`src/rtl/alu_arbiter_if.sv`:
```
// Bundles the two requester ports, the two response ports and the shared
// ALU connection of alu_arbiter. The arbiter uses the slave modport; the
// master modport is the view seen from the requesters and the ALU.
interface alu_arbiter_if #(
  parameter int unsigned XLEN = 32,
  parameter int unsigned TAGW = 4
);
  logic            req0_valid;
  logic            req0_ready;
  logic [XLEN-1:0] req0_rs1;
  logic [XLEN-1:0] req0_rs2;
  logic [2:0]      req0_funct3;
  logic            req0_funct7;
  logic [TAGW-1:0] req0_tag;

  logic            req1_valid;
  logic            req1_ready;
  logic [XLEN-1:0] req1_rs1;
  logic [XLEN-1:0] req1_rs2;
  logic [2:0]      req1_funct3;
  logic            req1_funct7;
  logic [TAGW-1:0] req1_tag;

  logic            rsp0_valid;
  logic            rsp0_ready;
  logic [XLEN-1:0] rsp0_rd;
  logic            rsp0_z;
  logic [TAGW-1:0] rsp0_tag;

  logic            rsp1_valid;
  logic            rsp1_ready;
  logic [XLEN-1:0] rsp1_rd;
  logic            rsp1_z;
  logic [TAGW-1:0] rsp1_tag;

  logic [XLEN-1:0] alu_rs1;
  logic [XLEN-1:0] alu_rs2;
  logic [2:0]      alu_funct3;
  logic            alu_funct7;
  logic [XLEN-1:0] alu_rd;
  logic            alu_z;

  modport slave (
    input  req0_valid, req0_rs1, req0_rs2, req0_funct3, req0_funct7, req0_tag,
    output req0_ready,
    input  req1_valid, req1_rs1, req1_rs2, req1_funct3, req1_funct7, req1_tag,
    output req1_ready,
    output rsp0_valid, rsp0_rd, rsp0_z, rsp0_tag,
    input  rsp0_ready,
    output rsp1_valid, rsp1_rd, rsp1_z, rsp1_tag,
    input  rsp1_ready,
    output alu_rs1, alu_rs2, alu_funct3, alu_funct7,
    input  alu_rd, alu_z
  );

  modport master (
    output req0_valid, req0_rs1, req0_rs2, req0_funct3, req0_funct7, req0_tag,
    input  req0_ready,
    output req1_valid, req1_rs1, req1_rs2, req1_funct3, req1_funct7, req1_tag,
    input  req1_ready,
    input  rsp0_valid, rsp0_rd, rsp0_z, rsp0_tag,
    output rsp0_ready,
    input  rsp1_valid, rsp1_rd, rsp1_z, rsp1_tag,
    output rsp1_ready,
    input  alu_rs1, alu_rs2, alu_funct3, alu_funct7,
    output alu_rd, alu_z
  );
endinterface

```
`src/rtl/alu_arbiter.sv`:
```
// alu_arbiter: shares one external ALU between two requesters.
// One operation in flight at a time: IDLE (accept) -> ISSUE (ALU evaluates)
// -> RESP (hold response until taken). Arbitration is round-robin by default;
// defining ALU_ARB_FIXED_PRIO_EN makes requester 0 always win a tie.
module alu_arbiter #(
  parameter int unsigned XLEN = 32,
  parameter int unsigned TAGW = 4
) (
  input logic        clk,
  input logic        rst_n,
  alu_arbiter_if.slave bus
);

  typedef enum logic [1:0] {
    IDLE  = 2'd0,
    ISSUE = 2'd1,
    RESP  = 2'd2
  } state_t;

  state_t          state;
  logic            gnt;        // requester owning the transaction in flight
  logic [XLEN-1:0] op_rs1;
  logic [XLEN-1:0] op_rs2;
  logic [2:0]      op_funct3;
  logic            op_funct7;
  logic [TAGW-1:0] op_tag;
  logic [XLEN-1:0] res_rd;
  logic            res_z;
  logic [1:0]      rsp_valid;

  logic sel_c;
  logic accept_c;
  logic rsp_fire_c;

`ifdef ALU_ARB_FIXED_PRIO_EN
  // Fixed priority: requester 0 wins whenever it is valid.
  always_comb begin
    sel_c = 1'b0;
    if (!bus.req0_valid) sel_c = 1'b1;
  end
`else
  logic last_grant;

  // Round-robin: on a tie, grant the requester not served last.
  always_comb begin
    sel_c = 1'b0;
    if (bus.req0_valid && bus.req1_valid) sel_c = ~last_grant;
    else if (!bus.req0_valid)             sel_c = 1'b1;
  end
`endif

  // Accept / completion qualifiers; ready depends only on state and valids.
  always_comb begin
    accept_c   = rst_n && (state == IDLE) && (bus.req0_valid || bus.req1_valid);
    rsp_fire_c = (state == RESP) && (gnt ? bus.rsp1_ready : bus.rsp0_ready);
  end

  assign bus.req0_ready = accept_c && !sel_c;
  assign bus.req1_ready = accept_c &&  sel_c;

  // Sequencer: latch op on accept, capture ALU result, hold response.
  always_ff @(posedge clk) begin
    if (!rst_n) begin
      state     <= IDLE;
      gnt       <= 1'b0;
`ifndef ALU_ARB_FIXED_PRIO_EN
      last_grant <= 1'b1;
`endif
      op_rs1    <= '0;
      op_rs2    <= '0;
      op_funct3 <= '0;
      op_funct7 <= 1'b0;
      op_tag    <= '0;
      res_rd    <= '0;
      res_z     <= 1'b0;
      rsp_valid <= 2'b00;
    end else begin
      unique case (state)
        IDLE: begin
          if (accept_c) begin
            gnt       <= sel_c;
`ifndef ALU_ARB_FIXED_PRIO_EN
            last_grant <= sel_c;
`endif
            op_rs1    <= sel_c ? bus.req1_rs1    : bus.req0_rs1;
            op_rs2    <= sel_c ? bus.req1_rs2    : bus.req0_rs2;
            op_funct3 <= sel_c ? bus.req1_funct3 : bus.req0_funct3;
            op_funct7 <= sel_c ? bus.req1_funct7 : bus.req0_funct7;
            op_tag    <= sel_c ? bus.req1_tag    : bus.req0_tag;
            state     <= ISSUE;
          end
        end
        ISSUE: begin
          res_rd    <= bus.alu_rd;
          res_z     <= bus.alu_z;
          rsp_valid <= gnt ? 2'b10 : 2'b01;
          state     <= RESP;
        end
        RESP: begin
          if (rsp_fire_c) begin
            rsp_valid <= 2'b00;
            state     <= IDLE;
          end
        end
        default: begin
          rsp_valid <= 2'b00;
          state     <= IDLE;
        end
      endcase
    end
  end

  // ALU is driven straight from the op registers.
  assign bus.alu_rs1    = op_rs1;
  assign bus.alu_rs2    = op_rs2;
  assign bus.alu_funct3 = op_funct3;
  assign bus.alu_funct7 = op_funct7;

  // Both response ports share the payload; only the granted one is valid.
  assign bus.rsp0_valid = rsp_valid[0];
  assign bus.rsp1_valid = rsp_valid[1];
  assign bus.rsp0_rd    = res_rd;
  assign bus.rsp1_rd    = res_rd;
  assign bus.rsp0_z     = res_z;
  assign bus.rsp1_z     = res_z;
  assign bus.rsp0_tag   = op_tag;
  assign bus.rsp1_tag   = op_tag;

endmodule

```
`src/flat_wrapper.sv`:
```
// flat-port wrapper written by rule: the top's interface ports become plain ports
module alu_arbiter_flat 
#(
  parameter int unsigned XLEN = 32,
  parameter int unsigned TAGW = 4
)
  (clk, rst_n, bus_req0_valid, bus_req0_rs1, bus_req0_rs2, bus_req0_funct3, bus_req0_funct7, bus_req0_tag, bus_req0_ready, bus_req1_valid, bus_req1_rs1, bus_req1_rs2, bus_req1_funct3, bus_req1_funct7, bus_req1_tag, bus_req1_ready, bus_rsp0_valid, bus_rsp0_rd, bus_rsp0_z, bus_rsp0_tag, bus_rsp0_ready, bus_rsp1_valid, bus_rsp1_rd, bus_rsp1_z, bus_rsp1_tag, bus_rsp1_ready, bus_alu_rs1, bus_alu_rs2, bus_alu_funct3, bus_alu_funct7, bus_alu_rd, bus_alu_z);
  alu_arbiter_if #(.XLEN(XLEN), .TAGW(TAGW)) bus_i ();
  input logic clk;
  input logic rst_n;
  input wire logic [$bits(bus_i.req0_valid)-1:0] bus_req0_valid;
  input wire logic [$bits(bus_i.req0_rs1)-1:0] bus_req0_rs1;
  input wire logic [$bits(bus_i.req0_rs2)-1:0] bus_req0_rs2;
  input wire logic [$bits(bus_i.req0_funct3)-1:0] bus_req0_funct3;
  input wire logic [$bits(bus_i.req0_funct7)-1:0] bus_req0_funct7;
  input wire logic [$bits(bus_i.req0_tag)-1:0] bus_req0_tag;
  output wire logic [$bits(bus_i.req0_ready)-1:0] bus_req0_ready;
  input wire logic [$bits(bus_i.req1_valid)-1:0] bus_req1_valid;
  input wire logic [$bits(bus_i.req1_rs1)-1:0] bus_req1_rs1;
  input wire logic [$bits(bus_i.req1_rs2)-1:0] bus_req1_rs2;
  input wire logic [$bits(bus_i.req1_funct3)-1:0] bus_req1_funct3;
  input wire logic [$bits(bus_i.req1_funct7)-1:0] bus_req1_funct7;
  input wire logic [$bits(bus_i.req1_tag)-1:0] bus_req1_tag;
  output wire logic [$bits(bus_i.req1_ready)-1:0] bus_req1_ready;
  output wire logic [$bits(bus_i.rsp0_valid)-1:0] bus_rsp0_valid;
  output wire logic [$bits(bus_i.rsp0_rd)-1:0] bus_rsp0_rd;
  output wire logic [$bits(bus_i.rsp0_z)-1:0] bus_rsp0_z;
  output wire logic [$bits(bus_i.rsp0_tag)-1:0] bus_rsp0_tag;
  input wire logic [$bits(bus_i.rsp0_ready)-1:0] bus_rsp0_ready;
  output wire logic [$bits(bus_i.rsp1_valid)-1:0] bus_rsp1_valid;
  output wire logic [$bits(bus_i.rsp1_rd)-1:0] bus_rsp1_rd;
  output wire logic [$bits(bus_i.rsp1_z)-1:0] bus_rsp1_z;
  output wire logic [$bits(bus_i.rsp1_tag)-1:0] bus_rsp1_tag;
  input wire logic [$bits(bus_i.rsp1_ready)-1:0] bus_rsp1_ready;
  output wire logic [$bits(bus_i.alu_rs1)-1:0] bus_alu_rs1;
  output wire logic [$bits(bus_i.alu_rs2)-1:0] bus_alu_rs2;
  output wire logic [$bits(bus_i.alu_funct3)-1:0] bus_alu_funct3;
  output wire logic [$bits(bus_i.alu_funct7)-1:0] bus_alu_funct7;
  input wire logic [$bits(bus_i.alu_rd)-1:0] bus_alu_rd;
  input wire logic [$bits(bus_i.alu_z)-1:0] bus_alu_z;
  assign bus_i.req0_valid = bus_req0_valid;
  assign bus_i.req0_rs1 = bus_req0_rs1;
  assign bus_i.req0_rs2 = bus_req0_rs2;
  assign bus_i.req0_funct3 = bus_req0_funct3;
  assign bus_i.req0_funct7 = bus_req0_funct7;
  assign bus_i.req0_tag = bus_req0_tag;
  assign bus_req0_ready = bus_i.req0_ready;
  assign bus_i.req1_valid = bus_req1_valid;
  assign bus_i.req1_rs1 = bus_req1_rs1;
  assign bus_i.req1_rs2 = bus_req1_rs2;
  assign bus_i.req1_funct3 = bus_req1_funct3;
  assign bus_i.req1_funct7 = bus_req1_funct7;
  assign bus_i.req1_tag = bus_req1_tag;
  assign bus_req1_ready = bus_i.req1_ready;
  assign bus_rsp0_valid = bus_i.rsp0_valid;
  assign bus_rsp0_rd = bus_i.rsp0_rd;
  assign bus_rsp0_z = bus_i.rsp0_z;
  assign bus_rsp0_tag = bus_i.rsp0_tag;
  assign bus_i.rsp0_ready = bus_rsp0_ready;
  assign bus_rsp1_valid = bus_i.rsp1_valid;
  assign bus_rsp1_rd = bus_i.rsp1_rd;
  assign bus_rsp1_z = bus_i.rsp1_z;
  assign bus_rsp1_tag = bus_i.rsp1_tag;
  assign bus_i.rsp1_ready = bus_rsp1_ready;
  assign bus_alu_rs1 = bus_i.alu_rs1;
  assign bus_alu_rs2 = bus_i.alu_rs2;
  assign bus_alu_funct3 = bus_i.alu_funct3;
  assign bus_alu_funct7 = bus_i.alu_funct7;
  assign bus_i.alu_rd = bus_alu_rd;
  assign bus_i.alu_z = bus_alu_z;
  alu_arbiter #(.XLEN(XLEN), .TAGW(TAGW)) u_core (.clk(clk), .rst_n(rst_n), .bus(bus_i));
endmodule
```
`config.mk`:
```
export PLATFORM = sky130hd
export DESIGN_NAME = alu_arbiter_flat
export DESIGN_NICKNAME = d
export VERILOG_FILES = /design/src/rtl/alu_arbiter_if.sv /design/src/rtl/alu_arbiter.sv /design/src/flat_wrapper.sv
export SDC_FILE = /design/constraint.sdc
export NUM_CORES = 1
export LEC_CHECK = 0
export ABC_AREA = 0
export CORE_AREA = 2 2 126 128
export CTS_BUF_LIST = sky130_fd_sc_hd__clkbuf_2 sky130_fd_sc_hd__clkbuf_4 sky130_fd_sc_hd__clkbuf_8
export CTS_CLUSTER_DIAMETER = 40
export DETAILED_ROUTE_END_ITERATION = 10
export DIE_AREA = 0 0 128 130
export DONT_BUFFER_PORTS = 1
export GPL_ROUTABILITY_DRIVEN = 0
export PLACE_DENSITY_LB_ADDON = 0.05
export SLEW_MARGIN = 40
export SYNTH_ARGS = -nofsm -noshare
export SYNTH_HDL_FRONTEND = slang
export SYNTH_SLANG_ARGS = --single-unit
```
`constraint.sdc`:
```
create_clock -name clk -period 3.8 [get_ports clk]
set_clock_uncertainty 0.05 [all_clocks]
set_input_delay 0.19 -clock clk [delete_from_list [all_inputs] [get_ports clk]]
set_output_delay 0.19 -clock clk [all_outputs]
set_load 0.02 [all_outputs]
```
==> metrics.md <==
| Metric | Value |
|---|---|
| Drt total wl | 14.8 mm |
| Post-route ant nets | 0 |
| Max-capacitance violation count | 0 |
| Worst R2R Path Depth | 4 |
| Final worst slack | 1350 ps |
| GR Util met2 | 29.2% |
| Starting Density | 30.5% |
| Synth Register Bits | 111 |
| Setup TNS | 0 ps |
| Minimum clock period | 2450 ps |
| Total track usage | approximately 17% |
| Leakage | 2.16 nW |
| EDFF count, synth | 0 |
| Finished Core Util | between 30 and 40% |
| Post-Synthesis Cells | ~540 |
| Fraction of registers with async set/reset | 0% |
| H-tree depth | 3 |
| Setup bufs post-CTS | 0 |
| Most common cell in the netlist | nand2_1 |
| Vias in the first global route | 3954 |
| Post-CTS sizing | 0 |
| # DRC | 0 |
| Req. time, crit path | 3560 ps |
| Clock Latency Late Sink | 380 ps |
| Top-area cell type share of the netlist area | 47.3% |
| Commonest cells in the synthesized netlist | nand2_1, dfxtp_1, a221o_1 |
| Clk sinks | about 110 |
| Layout Cells excl Fill | just under 800 |
| Element type at the critical path start | flip-flop |
| Setup crit start | u_core.state[1] |
| Wire per inst | 19.1 microns |
| Fmax | about 0.41 GHz |
| Worst reg-to-reg setup slack | roughly 1600 ps |
| CTS tree | built |
| Worst Setup End Kind | output pin |
| Design Area, Final | 0.00580 sq mm |
| Vias per cell | 5.34 |
| Placed cells | 654 |
| Mean area per synthesized cell | 8.65 sq um |
| Final layout net count | 764 |
| FILL cells | 1616 |
| Largest area contributor in the netlist | dfxtp_1 |
| Drt first pass iters | 4 |
| Pwr/cell area | 461 mW/mm^2 |
| Die Y | 130 microns |
| Pin count of the biggest net entering global routing | 77 |
| Vias | between 4000 and 5000 |
| Core area | 0.0154 sq mm |
| Syn Nets | 726 |
| Pre-CTS setup slack | 1610 ps |
| CTS root buffer | clkbuf_8 |
| Initial drt markers | 186 |
| I/O Buffers | 0 |
| HP Class | primary input to flip-flop |
| RSZ-0062 raised after global routing | false |
| Hold WS | 53.0 ps |
| Max Slew Vio Count | 0 |
| Die X-Extent | approximately 130 microns |
| Total CTS buffers | 9 |
| First-pass GRT wire length | 21.7 mm |
| Final Cycle Share | between 60% and 70% |
| Die ar. | 0.0166 sq mm |
| R2r endpoint | u_core.bus.rsp0_tag[3] |
| Final hold vios | 0 |
| Post-Syn Area | 0.00470 sq mm |
| Share of cells above drive strength 1 | 5.29% |
| Slew at the pin closest to its max-slew limit | 789 ps |
| # diodes | 0 |
| Data arrival, critical path | 2210 ps |
| Seq. cell area | between 0.002 and 0.0025 sq mm |
| Outcome | finished, final reports clean |
| I/O pin cnt | approximately 330 |
| DP HPWL | just under 10 mm |
| Worst r2r src | u_core.state[1] |
| Setup violators final | 0 |
| CP endpoint | bus_req1_ready |
| Area of the multi-input gates | ~0.002 sq mm |
| Clock buffer depth | 2 |
| M1 GR Usage | 20.3% |
| Worst-path clk slew | 110 ps |
| Worst Path Class, Setup | flip-flop to output pin |
| Number of distinct library cells after synthesis | 22 |
| Synth top area cells | dfxtp_1, a221o_1, nand2_1, nor3_1, buf_4 |
| Max FO, Critical Path | 42 |
| Rel. slew slack | 47.4% |
| Area grow syn2layout | 23.4% |
| Pwr Total | 2.67 mW |
| Overflow left after global routing | 0 |
| M3 GR Usage | 3.57% |
| Synth Warn # | 0 |
| Initial antenna violation count | 0 |
| Placed cell areas | 0.00451 sq mm |
| FP Rows | between 40 and 50 |
| Sequential fraction of the synthesis area | about 47% |
| Top_reg_cell synth | dfxtp_1 |
| Global routing's busiest layer | met2 |
| Maximum VDD drop | 0.000170 V |
==> registers in the layout, indices dropped and copies added (netlist names) <==
register / flops
u_core.state: 2
u_core.bus.alu_funct7: 1
u_core.bus.alu_rs2: 32
u_core.bus.alu_rs1: 32
u_core.bus.rsp0_tag: 4
u_core.gnt: 1
u_core.bus.alu_funct3: 3
u_core.bus.rsp0_z: 1
u_core.bus.rsp0_rd: 32
u_core.rsp_valid: 2
u_core.last_grant: 1
==> how the worst min path moves through the flow <==
stage,from,end,slack [ps],cells after the start
after floorplan,rst_n,u_core.gnt,260,1
after global placement,rst_n,u_core.gnt,260,1
after detailed placement,rst_n,u_core.gnt,260,1
after CTS,bus_req0_rs2[6],u_core.bus.alu_rs2[6],10,3
after global routing,bus_req0_rs2[4],u_core.bus.alu_rs2[4],40,3
final,bus_req0_tag[2],u_core.bus.rsp0_tag[2],50,3
==> power breakdown <==
part / total [mW] / switching [mW] / internal (mW) / leakage, nW
Combinational: 0.383 / 0.188 / 0.195 / 1.16
Sequential: 1.54 / 0.268 / 1.28 / 0.913
Clock: 0.747 / 0.418 / 0.330 / 0.0950
==> per-layer routing <==
metal | share of wire (%) | vias to the layer above
met2 | 51 | 217
met1 | 40 | 1949
met3 | 7.1 | 22
met5 | 0 | -
li1 | - | 1966
met4 | 2.1 | 0
==> final cells by class <==
cell class / instances / area share [%]
clock buffers: 11 / 2.50
repair buffers: 116 / 20.0
inverters: 3 / 0.194
well taps: 192 / 4.15
multi-input cells: 340 / 33.8
flip-flops and latches: 111 / 38.3
clock inverters: 5 / 0.993
==> timing repair <==
item | 4_1_cts | 5_1_grt
hold buffers | 108 | 0
endpoints found under the hold margin | 109 | 0
setup endpoints to repair | 0 | 0
==> cells by family after synthesis <==
kind of cell / after synthesis / synth area share [%]
and+or+nand+nor: 225 / 20.6
muxes: 1 / 0.240
AOI/OAI and AO/OA: 114 / 20.4
DFF: 111 / 47.3
buffers and inverters: 92 / 11.5
==> cell usage in the layout (no fill, tap or decap) <==
cell,instances
mux2_2,1
o31a_2,1
nor3_1,72
nor2b_4,1
nor2_1,4
inv_2,1
or3b_1,1
or3b_4,1
and2_1,1
clkinvlp_4,3
nor3b_1,2
buf_4,7
dlygate4sd3_1,108
dfxtp_1,111
nand2b_1,3
clkbuf_8,10
a21oi_1,35
inv_1,2
clkinv_2,1
nor2b_2,1
nand2_1,139
a211o_1,1
clkbuf_4,1
buf_16,1
o21a_1,3
bufinv_16,1
a221o_1,73
a211oi_4,1
==> critical path, stage by stage (launching register included) <==
cell and delay [ps]:
dfxtp_1 410, or3b_4 640, a211oi_4 290, buf_4 490
Note: power is estimated with default switching activity, not from simulation.
